`config.mk`:
```
export PLATFORM = sky130hd
export DESIGN_NAME = dense_sequencer
export DESIGN_NICKNAME = d
export VERILOG_FILES = /design/src/rtl/dense_sequencer_pkg.sv /design/src/rtl/dense_sequencer_strobe_delay.sv /design/src/rtl/dense_sequencer.sv
export SDC_FILE = /design/constraint.sdc
export NUM_CORES = 1
export LEC_CHECK = 0
export ABC_AREA = 1
export ABC_CLOCK_PERIOD_IN_PS = 1900
export BUFFER_PORTS_ARGS = -buffer_cell sky130_fd_sc_hd__buf_2
export CORE_MARGIN = 5
export CORE_UTILIZATION = 55
export CTS_BUF_LIST = sky130_fd_sc_hd__clkbuf_8
export DETAILED_ROUTE_END_ITERATION = 8
export PLACE_DENSITY = 0.81
export SLEW_MARGIN = 15
export SYNTH_ARGS = -nofsm -noshare
export SYNTH_HDL_FRONTEND = slang
export SYNTH_SLANG_ARGS = --single-unit
```
`constraint.sdc`:
```
create_clock -name clk -period 1.9 [get_ports clk]
set_clock_uncertainty 0.15 [all_clocks]
set_input_delay 0.285 -clock clk [delete_from_list [all_inputs] [get_ports clk]]
set_output_delay 0.285 -clock clk [all_outputs]
set_load 0.05 [all_outputs]
```
`src/rtl/dense_sequencer_pkg.sv`:
```
// Shared types and helpers for the Dense layer sequencer.
// State encoding and counter-width helper used by the top and its testbench.
package dense_sequencer_pkg;

    typedef enum logic [2:0] {
        S_IDLE,
        S_ISSUE,
        S_DRAIN,
        S_BIAS,
        S_WRITE,
        S_DONE
    } state_t;

    // Counter width for a count of n; a count of 1 still gets one bit.
    function automatic int cw(input int n);
        return (n > 1) ? $clog2(n) : 1;
    endfunction

endpackage

```
`src/rtl/dense_sequencer_strobe_delay.sv`:
```
// Fixed-depth strobe delay line for the Dense sequencer.
// Async active-low reset, synchronous clear that flushes all stages.
module strobe_delay #(
    parameter int DEPTH = 1
) (
    input  logic clk,
    input  logic rst_n,
    input  logic clr,
    input  logic d,
    output logic q
);

    logic [DEPTH-1:0] sr;

    // Shift the strobe one stage per cycle; clr drops anything in flight.
    always_ff @(posedge clk or negedge rst_n) begin
        if (!rst_n) begin
            sr <= '0;
        end else if (clr) begin
            sr <= '0;
        end else begin
            sr[0] <= d;
            for (int k = 1; k < DEPTH; k++) begin
                sr[k] <= sr[k-1];
            end
        end
    end

    assign q = sr[DEPTH-1];

endmodule

```
`src/rtl/dense_sequencer.sv`:
```
// Control FSM for the Dense fully-connected layer.
// Walks neurons and inputs, issuing RAM addresses and latency-aligned MAC strobes.
module dense_sequencer
    import dense_sequencer_pkg::*;
#(
    parameter int IN_COUNT  = 10,
    parameter int OUT_COUNT = 3,
    parameter int RD_LAT    = 1
) (
    input  logic                                  clk,
    input  logic                                  rst_n,
    input  logic                                  start,
    input  logic                                  abort,
    output logic                                  busy,
    output logic                                  done,
    output logic [cw(IN_COUNT)-1:0]               in_adr,
    output logic [cw(IN_COUNT*OUT_COUNT)-1:0]     weight_adr,
    output logic [cw(OUT_COUNT)-1:0]              bias_adr,
    output logic                                  acc_clr,
    output logic                                  mac_en,
    output logic                                  bias_en,
    output logic [cw(OUT_COUNT)-1:0]              out_adr,
    output logic                                  out_wr
);

    localparam int IW = cw(IN_COUNT);
    localparam int WW = cw(IN_COUNT * OUT_COUNT);
    localparam int OW = cw(OUT_COUNT);
    localparam int DW = cw(RD_LAT);

    localparam logic [IW-1:0] I_LAST = IW'(IN_COUNT - 1);
    localparam logic [OW-1:0] O_LAST = OW'(OUT_COUNT - 1);
    localparam logic [DW-1:0] D_LAST = DW'(RD_LAT - 1);

    state_t        state;
    state_t        nxt;
    logic [IW-1:0] i_cnt;
    logic [OW-1:0] o_cnt;
    logic [WW-1:0] w_cnt;
    logic [DW-1:0] d_cnt;
    logic          issue;

    // State register.
    always_ff @(posedge clk or negedge rst_n) begin
        if (!rst_n) begin
            state <= S_IDLE;
        end else begin
            state <= nxt;
        end
    end

    // Next-state decode; abort overrides everything, including start.
    always_comb begin
        nxt = state;
        if (abort) begin
            nxt = S_IDLE;
        end else begin
            unique case (state)
                S_IDLE:  if (start) nxt = S_ISSUE;
                S_ISSUE: if (i_cnt == I_LAST) nxt = S_DRAIN;
                S_DRAIN: if (d_cnt == D_LAST) nxt = S_BIAS;
                S_BIAS:  nxt = S_WRITE;
                S_WRITE: nxt = (o_cnt == O_LAST) ? S_DONE : S_ISSUE;
                S_DONE:  nxt = S_IDLE;
                default: nxt = S_IDLE;
            endcase
        end
    end

    // Address counters; the weight address only ever increments, carrying across neurons.
    always_ff @(posedge clk or negedge rst_n) begin
        if (!rst_n) begin
            i_cnt <= '0;
            o_cnt <= '0;
            w_cnt <= '0;
            d_cnt <= '0;
        end else if (abort) begin
            d_cnt <= '0;
        end else begin
            unique case (state)
                S_IDLE: begin
                    if (start) begin
                        i_cnt <= '0;
                        o_cnt <= '0;
                        w_cnt <= '0;
                    end
                end
                S_ISSUE: begin
                    if (i_cnt != I_LAST) begin
                        i_cnt <= i_cnt + 1'b1;
                        w_cnt <= w_cnt + 1'b1;
                    end
                end
                S_DRAIN: begin
                    d_cnt <= (d_cnt == D_LAST) ? '0 : d_cnt + 1'b1;
                end
                S_WRITE: begin
                    if (o_cnt != O_LAST) begin
                        o_cnt <= o_cnt + 1'b1;
                        i_cnt <= '0;
                        w_cnt <= w_cnt + 1'b1;
                    end
                end
                default: ;
            endcase
        end
    end

    // Registered strobes, decoded from the state being entered.
    always_ff @(posedge clk or negedge rst_n) begin
        if (!rst_n) begin
            acc_clr <= 1'b0;
            bias_en <= 1'b0;
            out_wr  <= 1'b0;
            done    <= 1'b0;
        end else begin
            acc_clr <= (nxt == S_ISSUE) && (state != S_ISSUE);
            bias_en <= (nxt == S_BIAS);
            out_wr  <= (nxt == S_WRITE);
            done    <= (nxt == S_DONE);
        end
    end

    assign issue = (state == S_ISSUE);

    strobe_delay #(
        .DEPTH(RD_LAT)
    ) u_dly (
        .clk   (clk),
        .rst_n (rst_n),
        .clr   (abort),
        .d     (issue),
        .q     (mac_en)
    );

    assign busy       = (state != S_IDLE);
    assign in_adr     = i_cnt;
    assign weight_adr = w_cnt;
    assign bias_adr   = o_cnt;
    assign out_adr    = o_cnt;

endmodule
```
==> results of run 1 <==
-- worst max-delay path, stage by stage (launching register included) --
cell and delay (ns):
dfrtp_1 0.45, nor2_2 0.25, nand2_1 0.08, buf_2 0.22
-- registers in the layout (all words and copies together), names as in the netlist --
signal,flops
weight_adr,5
in_adr,4
state,3
bias_adr,2
acc_clr,1
bias_en,1
done,1
out_wr,1
u_dly.q,1
-- metal layers --
layer  wire (um)  global-route usage (%)  vias to the layer above  share of wire [%]
li1            -                       -                      438                  -
met3         117                    3.66                        5                6.0
met2         928                    26.9                       20                 47
met1         878                    20.0                      397                 45
met4          37                    7.66                        0                1.9
met5           0                       0                        -                  0
-- report_power, final --
part	total, mW	switching [mW]	internal [mW]
Clock	0.270	0.126	0.144
Combinational	0.152	0.115	0.0372
Sequential	0.439	0.0189	0.420
Total	0.860	0.260	0.601
-- cell usage in the layout, fill, tap and decap left out --
cell type / n
a21oi_2: 1
nand3_1: 8
dlygate4sd3_1: 1
nand3b_1: 2
nand2_1: 44
nand2_4: 1
ha_1: 4
nor2_1: 16
o21ai_0: 1
nor2_4: 1
inv_2: 2
buf_2: 22
nor3_1: 1
nor2_2: 2
xnor2_1: 3
clkbuf_8: 3
nand3_2: 2
nand2_2: 1
dfrtp_1: 19
inv_1: 17
a21oi_1: 1
xor2_1: 2
-- through the flow --
stage          power [mW]  cells
2_1_floorplan       0.555    129
3_3_place_gp        0.594    174
3_5_place_dp        0.598    174
4_1_cts             0.874    179
5_1_grt             0.906    179
6_report            0.860    179
-- logic make-up after synthesis --
group / Yosys count / synth area share (%)
flops: 19 / 46.7
fa+ha+maj: 4 / 4.92
simple gates: 78 / 34.1
compound gates: 3 / 1.84
xor+xnor: 5 / 4.31
buf+inv: 20 / 8.12
-- worst paths after layout --
kind,startpoint,end,slack (ns)
min in group asynchronous,rst_n,done,0.35
max in group asynchronous,rst_n,weight_adr[4],0.96
worst max register to register,in_adr[1],weight_adr[3],0.37
worst min-delay path,abort,u_dly.q,0.08
worst max-delay path,state[0],busy,0.21
worst min register to register,bias_adr[0],bias_adr[0],0.36
-- what timing repair did --
action                    4_1_cts  5_1_grt
hold endpoints to repair       19        0
setup buffers                   0        0
hold buffers                    1        0
-- synthesized netlist by cell type, drive strengths merged --
| cell type | instances |
|---|---|
| xnor2 | 3 |
| nor3 | 1 |
| xor2 | 2 |
| ha | 4 |
| buf | 2 |
| a21oi | 2 |
| nand3b | 2 |
| o21ai | 1 |
| dfrtp | 19 |
| nand2 | 46 |
| inv | 18 |
| nor2 | 19 |
| nand3 | 10 |
-- layout make-up --
type / count / area share, %
Inverter: 18 / 5.64
Multi-Input combinational cell: 90 / 38.3
Clock buffer: 3 / 3.44
Sequential cell: 19 / 39.7
Timing Repair Buffer: 23 / 10.0
Tap cell: 25 / 2.61
Clock inverter: 1 / 0.313
==> metrics.csv, run 1 <==
stage,metric,value,unit
outcome,run status,"finished, final reports clean",
clock_tree,Clock Path Buffers,2,
detailed_routing,drc violations,0,
setup_path,CP endpoint kind,primary output,
place,I/O Buffers,22,
clock_tree,root buf cell,clkbuf_8,
clock_tree,Worst-Skew Late Latency,0.25,ns
synthesis,Yosys reg bits,19,
finish,Layout area overhead,17.8,%
floorplanning,area of the die,2810,um^2
timing,final slew viol count,0,
clock_tree,CTS clock-pin slew for the worst setup and hold paths,0.07,ns
place,post-place setup slack,0.398,ns
timing,Hold WS,0.0752,ns
timing,"Hold Violations, Final",0,
synthesis,Synth Instances,129,
floorplanning,top-level port count,23,
global_route,pin count of the biggest net entering global routing,20,
timing,setup TNS,0,ns
finish,Final Util,68.7,%
hold_path,min-delay worst type,in2reg,
power,Pwr Density,718,nW/um^2
detailed_routing,Via-to-Cell Ratio,4.80,
detailed_routing,initial drt markers,17,
timing,Setup WS post-layout,0.210,ns
setup_path,"Arr. time, crit path",1.25,ns
global_route,GRT Residual Overflow,0,
timing,worst-margin pin slew,0.418,ns
synthesis,sequential area share after synthesis,46.7,%
synthesis,yosys warns,0,
timing,post-route minimum period,1.69,ns
power,P_leak,0.721,nW
finish,final layout net count,163,
floorplanning,initial core utilization,58.3,%
global_route,Global Route Usage Sum,16.3,%
finish,storage element area,475,um^2
finish,ANT cells,0,
synthesis,post-synth top area share,46.7,%
global_route,vias in the first global route,771,
clock_tree,cells resized by post-CTS repair,0,
floorplanning,Die Span Y,53.0,um
floorplanning,die width,53.0,um
detailed_routing,"antenna viol nets, final",0,
finish,Filler cells,145,
floorplanning,row count,15,
finish,Multi-input gate area,459,um^2
detailed_routing,routed wire length,1.96,mm
setup_path,Reg2Reg Depth,7,
hold_path,Worst Hold Path Cells,2,
clock_tree,H-tree depth,1,
synthesis,largest cells by area after synthesis,"dfrtp_1, nand2_1, inv_1",
setup_path,Setup Crit Path Kind,reg2out,
synthesis,"Distinct cells, synth",20,
timing,fmax,592,MHz
finish,layout cell share with drive strength beyond 1,22.7,%
global_route,initial antenna violation count,0,
setup_path,CP startpoint kind,flip-flop,
detailed_routing,Pre-antenna DRT Iters,4,
global_route,first-pass GRT wire length,3.33,mm
detailed_routing,DR vias,860,
clock_tree,clk sink count,19,
timing,final worst-path cycle share,88.9,%
timing,RSZ-0062 raised after global routing,false,
synthesis,Mapped Avg Cell Area,7.89,um^2
synthesis,synthesized cell area,1020,um^2
place,Area after DPL,1140,um^2
synthesis,post-synth top area cell,dfrtp_1,
setup_path,critical path required time,1.46,ns
synthesis,Synthesized Nets,137,
timing,Slew HR,72.1,%
detailed_routing,wire per inst,11.0,um
place,dpl hpwl,1.44,mm
floorplanning,Core Footprint,1750,um^2
power,VDD IR-drop max,0.606,mV
clock_tree,TritonCTS buffer count,3,
job,Max-Cap Viols,0,
clock_tree,CTS tree,built,
place,RD Place Congestion,0.841,
timing,final setup fails,0,
setup_path,CP Max Fanout,7,
finish,cell area after layout,1200,um^2
(Power assumes the default switching activity.)
==> run 2: changes to the inputs <==
--- a/config.mk
+++ b/config.mk
@@ -10,7 +10,7 @@
 export BUFFER_PORTS_ARGS = -buffer_cell sky130_fd_sc_hd__buf_2
 export CORE_MARGIN = 5
 export CORE_UTILIZATION = 55
-export CTS_BUF_LIST = sky130_fd_sc_hd__clkbuf_8
+export CTS_BUF_LIST = sky130_fd_sc_hd__clkbuf_4 sky130_fd_sc_hd__clkbuf_8
 export DETAILED_ROUTE_END_ITERATION = 8
 export PLACE_DENSITY = 0.81
 export SLEW_MARGIN = 15
==> run 2 against run 1 <==
  * Register-to-register slack better by 0.02 ns
  * Cell count stayed put
  * Worst hold slack worse by 0.053 ns
  * Routed wire length is 4.4% lower
  * First-iteration DRC count is 65% lower
  * Via count is 1.7% lower
  * Worst setup slack worse by 0.050 ns
  * Core utilization is 0.86 points lower
==> metrics.csv, run 2 (same netlist as run 1, synthesis figures left out) <==
stage,metric,value,unit
global_route,vias in the first global route,735,
finish,max reg flops,5,
timing,RSZ-0062 raised after global routing,false,
timing,worst-margin pin slew,0.411,ns
global_route,GRT Residual Overflow,0,
place,dpl hpwl,1.44,mm
detailed_routing,wire per inst,10.5,um
job,Max-Cap Viols,0,
detailed_routing,Via-to-Cell Ratio,4.72,
detailed_routing,initial drt markers,6,
timing,final setup fails,0,
place,RD Place Congestion,0.841,
setup_path,CP Max Fanout,7,
floorplanning,initial core utilization,58.3,%
detailed_routing,routed wire length,1.88,mm
finish,ANT cells,0,
floorplanning,Core Footprint,1750,um^2
clock_tree,TritonCTS buffer count,3,
timing,final slew viol count,0,
global_route,pin count of the biggest net entering global routing,20,
floorplanning,top-level port count,23,
setup_path,Setup Crit Path Kind,reg2out,
global_route,Global Route Usage Sum,14.9,%
power,Seq pwr share,54.2,%
clock_tree,H-tree depth,1,
setup_path,Crit path largest cell delay,0.46,ns
finish,final layout net count,163,
finish,storage element area,475,um^2
floorplanning,die width,53.0,um
power,internal power,553,uW
detailed_routing,DR vias,845,
finish,Multi-input gate area,459,um^2
power,P_leak,0.713,nW
setup_path,CP endpoint kind,primary output,
setup_path,CP startpoint kind,flip-flop,
power,VDD IR-drop max,0.516,mV
setup_path,Slowest cell on crit path,dfrtp_1,
power,sw power,256,uW
timing,setup TNS,0,ns
finish,Filler cells,153,
clock_tree,CTS tree,built,
finish,"commonest non-fill, non-tap cell in the layout",nand2_1,
floorplanning,row count,15,
power,Comb power frac,18.7,%
setup_path,Buf/Inv on CP,1,
floorplanning,Die Span Y,53.0,um
timing,post-route minimum period,1.74,ns
floorplanning,area of the die,2810,um^2
finish,"commonest cells after routing, fill and taps aside","nand2_1, buf_2, dfrtp_1",
outcome,run status,"finished, final reports clean",
setup_path,"Arr. time, crit path",1.30,ns
detailed_routing,Pre-antenna DRT Iters,4,
timing,fmax,575,MHz
clock_tree,cells resized by post-CTS repair,0,
hold_path,min-delay worst type,in2reg,
clock_tree,CTS clock-pin slew for the worst setup and hold paths,0.10,ns
clock_tree,Worst-Skew Late Latency,0.30,ns
finish,layout cell share with drive strength beyond 1,23.4,%
finish,Layout area overhead,16.4,%
global_route,first-pass GRT wire length,3.11,mm
power,Total Power,809,uW
setup_path,CP top delay family,flip-flops,
timing,final worst-path cycle share,91.6,%
global_route,initial antenna violation count,0,
power,clock group share of total power,27.1,%
setup_path,critical path required time,1.46,ns
power,Sw Ratio,31.7,%
timing,"Hold Violations, Final",0,
power,Pwr Density,683,nW/um^2
timing,Hold WS,0.0224,ns
clock_tree,Clock Path Buffers,2,
place,I/O Buffers,22,
timing,Slew HR,72.6,%
clock_tree,root buf cell,clkbuf_4,
setup_path,crit-path cells,nor2_2 > nand2_1 > buf_2,
detailed_routing,"antenna viol nets, final",0,
detailed_routing,drc violations,0,
clock_tree,clk sink count,19,
## run 2: cell count changes in the layout (fill, tap and decap cells not counted)
cell / delta
clkbuf_4: +4
clkbuf_8: -3
inv_1: -1
## run 2: path summary, 6_finish.rpt
kind                             startpoint       endpoint  slack, ns  cells after the start
worst max-delay path               state[0]           busy       0.16                      3
worst min-delay path                  abort        u_dly.q       0.02                      2
worst max register to register    in_adr[1]  weight_adr[3]       0.39                      7
worst min register to register  bias_adr[0]    bias_adr[0]       0.37                      2
max in group asynchronous             rst_n      in_adr[1]       1.02                      2
min in group asynchronous             rst_n    bias_adr[0]       0.29                      2
## run 2: area by class of cell
class | instances | share of cell area (%)
Sequential cell | 19 | 40.2
Multi-Input combinational cell | 90 | 38.8
Timing Repair Buffer | 23 | 10.1
Inverter | 18 | 5.71
Tap cell | 25 | 2.64
Clock buffer | 4 | 2.54
## run 2: per-layer routing
metal	vias up	part of all wire, %	GRT usage, %
li1	440	-	-
met1	385	46	19.1
met2	16	47	24.8
met3	4	5.2	2.82
met4	0	1.6	5.11
met5	-	0	0
## run 2: timing repair
item,in CTS,in global routing
hold buffers,1,0
setup buffers,0,0
hold endpoints to repair,19,0
## run 2: stage by stage
step	util, %	worst slack, ns	instance area [um^2]	std cells
final	67.8	0.160	1180	179
after CTS	67.8	0.149	1180	179
after floorplan	-	0.183	1020	129
after global placement	65.5	0.438	1140	174
after detailed placement	65.5	0.398	1140	174
after global routing	67.8	0.0481	1180	179
## run 2: power by group through the flow
stage	Sequential, mW	Combinational, mW	Clock [mW]
floorplan	0.492	0.0626	0
global placement	0.444	0.150	0
detailed placement	0.446	0.152	0
CTS	0.438	0.154	0.220
global route	0.441	0.166	0.241
finish	0.438	0.152	0.219
